File: src/rtl/pipe_hazard_ctrl.sv
`default_nettype none
// ============================================================================
// pipe_hazard_ctrl : per-stage stall/flush generation, divider handshake with
// watchdog, load-use detection, deferred exceptions. Option macro: HAZ_PERF_EN
// Revision: 1.0
// ============================================================================
module pipe_hazard_ctrl #(
  parameter int          NSTAGE      = 5,
  parameter int          REGW        = 5,
  parameter int          LOAD_LAT    = 1,
  parameter int          ID_STG      = 1,
  parameter int          EX_STG      = 2,
  parameter int          MEM_STG     = 3,
  parameter logic [31:0] EXC_VECTOR  = 32'hBFC00380,
  parameter logic [31:0] ERET_CODE   = 32'h0000000E,
  parameter int          DIV_TIMEOUT = 64
) (
  input  logic              clk,
  input  logic              rst,
  input  logic [REGW-1:0]   id_rs,
  input  logic [REGW-1:0]   id_rt,
  input  logic [REGW-1:0]   ex_rt,
  input  logic [REGW-1:0]   mem_rt,
  input  logic              ex_rmem,
  input  logic              mem_rmem,
  input  logic              ex_is_div,
  input  logic              div_ready,
  input  logic              mult_stall,
  input  logic              stallreq_from_if,
  input  logic              stallreq_from_mem,
  input  logic [31:0]       mem_excepttype,
  input  logic [31:0]       mem_cp0_epc,
  output logic [NSTAGE-1:0] stall,
  output logic [NSTAGE-1:0] flush,
  output logic              div_start,
  output logic              div_cancel,
  output logic              div_timeout,
  output logic [31:0]       newpc,
  output logic              newpc_valid,
  output logic              exc_pending,
  output logic [31:0]       perf_lu,
  output logic [31:0]       perf_div,
  output logic [31:0]       perf_mem
);

  localparam int CNT_W = $clog2(DIV_TIMEOUT + 1);
  localparam logic [CNT_W-1:0] C_CNT_MAX = CNT_W'(DIV_TIMEOUT - 1);
  localparam logic C_LU_MEM = (LOAD_LAT == 2);

  typedef enum logic [1:0] {
    S_IDLE = 2'd0,
    S_BUSY = 2'd1,
    S_DONE = 2'd2
  } div_state_e;

  div_state_e       state_q, state_d;
  logic [CNT_W-1:0] cnt_q, cnt_d;
  logic             pend_q, pend_d;
  logic [31:0]      pend_code_q, pend_code_d;
  logic [31:0]      pend_epc_q, pend_epc_d;

  logic w_lu_ex, w_lu_mem, w_lu;
  logic w_div_busy, w_start, w_cancel, w_timeout;
  logic w_exc_flush, w_any;
  logic [31:0] w_code, w_epc;
  logic [NSTAGE-1:0] w_stall_vec, w_flush_vec;
  int w_k;

  assign w_lu_ex  = ex_rmem && (ex_rt != '0) && ((ex_rt == id_rs) || (ex_rt == id_rt));
  assign w_lu_mem = mem_rmem && (mem_rt != '0) && ((mem_rt == id_rs) || (mem_rt == id_rt));
  assign w_lu     = w_lu_ex || (w_lu_mem && C_LU_MEM);

  // A held exception redirects only once memory releases the pipeline.
  assign w_exc_flush = (pend_q || (mem_excepttype != '0)) && !stallreq_from_mem;
  assign w_code      = pend_q ? pend_code_q : mem_excepttype;
  assign w_epc       = pend_q ? pend_epc_q  : mem_cp0_epc;

  always_comb begin
    state_d    = state_q;
    cnt_d      = cnt_q;
    w_start    = 1'b0;
    w_cancel   = 1'b0;
    w_timeout  = 1'b0;
    w_div_busy = 1'b0;
    case (state_q)
      S_IDLE: begin
        cnt_d = '0;
        if (ex_is_div && !w_exc_flush) begin
          w_start    = 1'b1;
          w_div_busy = 1'b1;
          state_d    = S_BUSY;
        end
      end
      S_BUSY: begin
        if (w_exc_flush) begin
          w_cancel = 1'b1;
          cnt_d    = '0;
          state_d  = S_IDLE;
        end else begin
          w_div_busy = 1'b1;
          if (div_ready) begin
            cnt_d   = '0;
            state_d = S_DONE;
          end else if (cnt_q == C_CNT_MAX) begin
            w_timeout = 1'b1;
            cnt_d     = '0;
            state_d   = S_IDLE;
          end else begin
            cnt_d = cnt_q + 1'b1;
          end
        end
      end
      S_DONE: begin
        cnt_d   = '0;
        state_d = S_IDLE;
      end
      default: begin
        cnt_d   = '0;
        state_d = S_IDLE;
      end
    endcase
  end

  always_comb begin
    pend_d      = pend_q;
    pend_code_d = pend_code_q;
    pend_epc_d  = pend_epc_q;
    if (pend_q) begin
      if (!stallreq_from_mem) pend_d = 1'b0;
    end else if ((mem_excepttype != '0) && stallreq_from_mem) begin
      pend_d      = 1'b1;
      pend_code_d = mem_excepttype;
      pend_epc_d  = mem_cp0_epc;
    end
  end

  always_ff @(posedge clk) begin
    if (rst) begin
      state_q     <= S_IDLE;
      cnt_q       <= '0;
      pend_q      <= 1'b0;
      pend_code_q <= '0;
      pend_epc_q  <= '0;
    end else begin
      state_q     <= state_d;
      cnt_q       <= cnt_d;
      pend_q      <= pend_d;
      pend_code_q <= pend_code_d;
      pend_epc_q  <= pend_epc_d;
    end
  end

  // Highest stalling stage K: everything at or before K holds, K+1 gets a bubble.
  always_comb begin
    w_any = 1'b1;
    w_k   = 0;
    if (stallreq_from_mem)             w_k = MEM_STG;
    else if (w_div_busy || mult_stall) w_k = EX_STG;
    else if (w_lu)                     w_k = ID_STG;
    else if (stallreq_from_if)         w_k = 0;
    else                               w_any = 1'b0;
    for (int i = 0; i < NSTAGE; i++) begin
      w_stall_vec[i] = w_any && (i <= w_k);
      w_flush_vec[i] = w_any && (i == w_k + 1);
    end
  end

  always_comb begin
    stall       = w_stall_vec;
    flush       = w_flush_vec;
    newpc       = '0;
    newpc_valid = 1'b0;
    if (w_exc_flush) begin
      stall       = '0;
      flush       = '1;
      newpc_valid = 1'b1;
      newpc       = (w_code == ERET_CODE) ? w_epc : EXC_VECTOR;
    end
    if (rst) begin
      stall       = '0;
      flush       = '0;
      newpc       = '0;
      newpc_valid = 1'b0;
    end
  end

  assign div_start   = w_start   && !rst;
  assign div_cancel  = w_cancel  && !rst;
  assign div_timeout = w_timeout && !rst;
  assign exc_pending = pend_q;

`ifdef HAZ_PERF_EN
  logic [31:0] perf_lu_q, perf_div_q, perf_mem_q;

  always_ff @(posedge clk) begin
    if (rst) begin
      perf_lu_q  <= '0;
      perf_div_q <= '0;
      perf_mem_q <= '0;
    end else begin
      if (w_any && (w_k == ID_STG))  perf_lu_q  <= perf_lu_q  + 32'd1;
      if (w_any && (w_k == EX_STG))  perf_div_q <= perf_div_q + 32'd1;
      if (w_any && (w_k == MEM_STG)) perf_mem_q <= perf_mem_q + 32'd1;
    end
  end

  assign perf_lu  = perf_lu_q;
  assign perf_div = perf_div_q;
  assign perf_mem = perf_mem_q;
`else
  assign perf_lu  = '0;
  assign perf_div = '0;
  assign perf_mem = '0;
`endif

endmodule
`default_nettype wire

File: config.mk
export PLATFORM = sky130hd
export DESIGN_NAME = pipe_hazard_ctrl
export DESIGN_NICKNAME = d
export VERILOG_FILES = /design/src/rtl/pipe_hazard_ctrl.sv
export SDC_FILE = /design/constraint.sdc
export NUM_CORES = 1
export LEC_CHECK = 0
export CAP_MARGIN = 10
export CORE_MARGIN = 4
export CORE_UTILIZATION = 40
export DETAILED_ROUTE_END_ITERATION = 12
export PLACE_DENSITY = 0.84
export REMOVE_ABC_BUFFERS = 1
export SLEW_MARGIN = 20
export SYNTH_ARGS = -nofsm -noshare
export SYNTH_HDL_FRONTEND = slang
export SYNTH_SLANG_ARGS = --single-unit
File: constraint.sdc
create_clock -name clk -period 3.5 [get_ports clk]
set_clock_uncertainty 0.2 [all_clocks]
set_input_delay 0.875 -clock clk [delete_from_list [all_inputs] [get_ports clk]]
set_output_delay 0.875 -clock clk [all_outputs]
set_load 0.01 [all_outputs]
# Yosys cells after proc, flatten, opt, wreduce, memory -nomap -nowiden
# Cells that the tools add are included.
[classes]
addsub = 2
n_mul = 0
div_mod_pow = 0
order_cmp = 5
n_eq_ne = 11
shift = 0
muxes = 35
bitwise = 2
reduce_logical = 31
[ops]
columns = ["op", "count"]
rows = [
  ["32-bit 2-to-1 mux", 5],
  ["3-bit by 32-bit equality test with 1-bit output, first input constant", 2],
  ["3-bit by 32-bit less-or-equal comparator with 1-bit output, first input constant", 2],
  ["32-bit by 2-bit adder with 32-bit output, second input constant", 1],
  ["2-bit by 32-bit equality test with 1-bit output, first input constant", 1],
  ["32-bit by 4-bit equality test with 1-bit output, second input constant", 1],
  ["4-bit by 32-bit equality test with 1-bit output, first input constant", 1],
  ["1-bit by 32-bit less-or-equal comparator with 1-bit output, first input constant", 1],
  ["2-bit by 32-bit less-or-equal comparator with 1-bit output, first input constant", 1],
  ["4-bit by 32-bit less-or-equal comparator with 1-bit output, first input constant", 1],
  ["32-bit logical NOT", 1],
  ["32-bit nonzero test", 1],
  ["5-bit 2-to-1 mux", 4],
  ["1-bit logical AND", 18],
  ["1-bit 2-to-1 mux", 18],
  ["2-bit 2-to-1 mux", 6],
  ["5-bit equality test", 2],
  ["7-bit by 1-bit adder with 7-bit output, second input constant", 1],
  ["7-bit by 6-bit equality test with 1-bit output, second input constant", 1],
  ["5-bit nonzero test", 1],
  ["5-bit OR reduction", 1],
  ["4-bit != test, second input constant", 1],
  ["2-bit case mux with 2 select lines", 1],
  ["2-bit AND reduction", 2],
  ["other kinds (7)", 12],
]
[totals]
register_bits = 74
latchBits = 0
mem_bits_rw = 0
romBits = 0
in_bits = 93
output_inout_bits = 143
word_cells = 91
n_memories = 0

# Depth between registers and ports, before layout
[logic_depth]
ltp_word = 15
mapped_depth = 7
depth_no_buf = 6

# Least setup slack after synthesis
# OpenSTA, ideal clock, no wires.
[synth_timing]
path_type = "input-to-output"
start = "input mem_excepttype[1]"
end = "output div_timeout"
arrival_time_ns = 2.405
t_required_ns = 2.425
setup_slack_ns = 0.020
cell_stages = 5
path_buffers = 1
cell_sequence = "or3_4 > or3_1 > o31a_1 > buf_6 > nor4_1"
[synth_via]
elab_chain_cells = 6
[synth_rtl]
columns = ["element", "line_no", "rtl"]
rows = [
  ["start, declared", "31", "input logic [31:0] mem_excepttype,"],
  ["32-bit nonzero test", "74", "assign w_exc_flush = (pend_q || (mem_excepttype != '0)) && !stallreq_from_mem;"],
  ["1-bit logical OR", "74", ""],
  ["1-bit logical AND", "74", ""],
  ["1-bit 2-to-1 mux", "95", "if (w_exc_flush) begin"],
  ["1-bit 2-to-1 mux", "85", "case (state_q)"],
  ["1-bit logical AND", "189", "assign div_timeout = w_timeout && !rst;"],
  ["end, declared", "37", "output logic div_timeout,"],
]
# No other way between the ends.

# Worst setup path after layout
[layout_timing]
start = "input mem_excepttype[18]"
end = "output newpc[1]"
[layout_via]
elab_chain_cells = 5
elab_cells_between_ends = 8
classes_between = "eq/ne (1); mux (4); reduce/logical (3)"
[layout_rtl]
columns = ["element", "line_no", "rtl"]
rows = [
  ["32-bit 2-to-1 mux or 32-bit nonzero test (tied branches)", "75, 74", ""],
  ["32-bit by 4-bit equality test with 1-bit output or 1-bit logical OR (tied branches)", "177, 74", ""],
  ["32-bit 2-to-1 mux or 1-bit logical AND (tied branches)", "177, 74", ""],
  ["32-bit 2-to-1 mux *", "173", "if (w_exc_flush) begin"],
  ["32-bit 2-to-1 mux *", "179", "if (rst) begin"],
  ["end, declared", "38", "output logic [31:0] newpc,"],
]
# Every way passes the cells marked *; elsewhere a longest branch is shown, timed or not.

==> metrics.md <==
| Metric | Value |
|---|---|
| Run status | finished with violations |
| Failing checks | setup timing |
| Worst Slack Setup Final | -0.302 ns |
| Die Area | 12800 um^2 |
| Filler cells | 1020 |
| Mean Syn Cell Area | 7.86 um^2 |
| WS Path Type | in -> out |
| Largest net degree at the start of global routing | 64 |
| DR WL/cell | 13.4 um |
| Clock Latency Late Sink | 0.34 ns |
| Worst Max-Slew Pin Slew | 0.806 ns |
| Relative slew margins | 46.3% |
| #FFs+latches synth | 74 |
| CP Data Arrival Time | 2.73 ns |
| CTS tree | built |
| Initial Util | 40.7% |
| Layout cell share with drive strength beyond 1 | 28.8% |
| GPL Wtd Cong | 0.808 |
| TritonCTS Buffers | 9 |
| Fin crit period | 3.80 ns |
| Area growth, synth to finish | 38.8% |
| DP Area | 5640 um^2 |
| Power Density | 320 nW/um^2 |
| Final count of hold timing violations | 0 |
| Sequential area share after synthesis | 33.5% |
| Worst EP required | 2.42 ns |
| Pleak | 2.59 nW |
| Wl on met1 | 4760 um |
| FP Rows | 38 |
| Synthesized instance count | 562 |
| Die Y | 113 um |
| Total negative slack | -6.77 ns |
| Slew Limit Fails | 0 |
| First-pass GRT wire length | 18200 um |
| Final setup viols | 41 |
| Antenna Cells | 0 |
| Clock share of power | 32.1% |
| TritonRoute pass-1 iters | 7 |
| Combinational power share | 21.7% |
| Vias/cell | 4.53 |
| Top sig layer | met5 |
| Final nets | 821 |
| Clk sinks | 74 |
| Tcrit/Tclk final | 109% |
| Post-DP HPWL | 8100 um |
| CP Max Fanout | 4 |
| Synth unique cells | 42 |
| H-tree levels | 3 |
| Initial antenna violation count | 1 |
| Clk slew on worst S/H paths | 0.08 ns |
| Flop pwr share | 46.2% |
| Post-Route WL | 11700 um |
| Worst-case clock buffer depth | 2 |
| Core Region | 10800 um^2 |
| Critical path capture point type | output port |
| Global-route usage over all layers | 17.4% |
| Post-synth EDFFs | 0 |
| Hold Path Class | reg -> reg |
| Via count | 3954 |
| Net Sw Power | 568 uW |
| Critical Path Start Type | input port |
| Peak Freq | 263 MHz |
| Switching Fraction | 29.0% |
| Dominant synthesized flop cell | dfxtp_1 |
| DRC violation count after routing | 0 |
| P_int | 1.39 mW |
| Die X | 113 um |
| Fin area | 6130 um^2 |
| Hold Worst Slack | 0.254 ns |
| PortBufs | 132 |
| Multi-input logic area | 2630 um^2 |
| GRT overflow | 0 |
| Post-synth ARST share | 0% |
| Max Cap Viol | 0 |
| Antenna Violating Nets Remaining | 0 |
| RSZ-0062 raised after global routing | true |
| Routed met3 length | 748 um |
| Place WS | -1.05 ns |
| I/O pin cnt | 236 |
| Met2 Routed Length | 6040 um |
| Reg area | 1480 um^2 |
| Max VDD drop | 0.159 mV |
| Cell area after synthesis | 4420 um^2 |
| Root buffer cell | clkbuf_8 |
| Synth warn | 0 |
| Vias in the first global route | 3711 |
| DR iter-0 viols | 210 |
[critical path: stages]
cell	delay (ns)
buf_2	0.12
nor4_4	0.28
nand4_1	0.20
buf_4	0.20
nor4_4	0.25
o211ai_1	0.14
buf_4	0.20
buf_16	0.13
buf_8	0.12
nor2_4	0.10
buf_6	0.11
[Yosys cell counts, drive strengths merged, types with 2 or more instances]
cell type	number	area share, %
or4	2	0.42
o21ai	2	0.23
nand2b	2	0.28
or2	3	0.48
nand3	7	0.79
mux2i	32	7.3
nor2	40	3.7
nand2	134	11
xor2	6	1.2
nand4	4	0.71
inv	7	0.60
buf	116	20
dfxtp	74	34
nor4	14	2.1
nor4b	2	0.40
nor3	5	0.57
xnor2	8	1.6
clkbuf	11	0.93
a21oi	78	11
or3	3	0.54
[area by class of cell]
| type | count | share of cell area (%) |
|---|---|---|
| multi-input cells | 450 | 42.9 |
| clock buffers | 13 | 2.75 |
| inverters | 7 | 0.469 |
| clock inverters | 3 | 0.347 |
| well taps | 140 | 2.86 |
| repair buffers | 185 | 26.5 |
| flip-flops and latches | 74 | 24.2 |
[per-stage QoR]
stage	utilization (%)	power (mW)	cells
2_1_floorplan	-	1.12	531
3_3_place_gp	52.1	1.33	837
5_1_grt	56.6	2.05	872
6_report	56.6	1.96	872
4_1_cts	54.8	1.96	869
3_5_place_dp	52.1	1.34	837
[power by group through the flow]
stage | combinational, mW | clock [mW] | sequential [mW]
floorplan | 0.191 | 0 | 0.926
global placement | 0.409 | 0 | 0.923
detailed placement | 0.415 | 0 | 0.925
CTS | 0.406 | 0.646 | 0.905
global route | 0.467 | 0.676 | 0.911
finish | 0.425 | 0.628 | 0.906
[registers in the layout, summed over array words and instances, names as in the netlist]
signal	flops
cnt_q	7
pend_epc_q	32
pend_code_q	32
exc_pending	1
state_q	2
[routing by layer]
| layer | track usage, % | vias up |
|---|---|---|
| li1 | - | 1995 |
| met1 | 21.5 | 1806 |
| met2 | 30.6 | 140 |
| met3 | 3.37 | 11 |
| met4 | 4.89 | 2 |
| met5 | 0 | - |
[kinds of logic after synthesis]
group,count (synthesis),share of synthesized area [%]
fa+ha+maj,1,0.283
xor+xnor,14,2.78
flops,74,33.5
other cells,1,0.0849
buf+inv,134,21.4
simple gates,216,21.4
compound gates,90,13.2
mux,32,7.25
[cell usage in the layout, fill, tap and decap left out, drive strengths merged, types with 5 or more instances in the layout]
cell / count
buf: 120
clkdlybuf4s50: 54
xnor2: 8
inv: 8
mux2i: 32
nand3: 7
nor4: 14
a21oi: 78
nor2: 40
xor2: 6
conb: 97
clkdlybuf4s15: 5
clkbuf: 15
nand2: 134
dfxtp: 74
nor3: 5
[worst paths after layout]
kind,start,to,slack [ns],depth (start not counted)
worst max-delay path,mem_excepttype[18],newpc[1],-0.30,11
worst min register to register,pend_epc_q[16],pend_epc_q[16],0.25,2
worst max register to register,exc_pending,pend_epc_q[30],1.31,6
worst min-delay path,pend_epc_q[16],pend_epc_q[16],0.25,2
[timing repair]
item,in CTS,in global routing
gates cloned,3,0
pin swaps,20,25
setup buffers,15,6
resized for setup,292,102
hold buffers,0,0
endpoints found under the setup margin,44,44
Note: power is estimated with default switching activity, not from simulation.
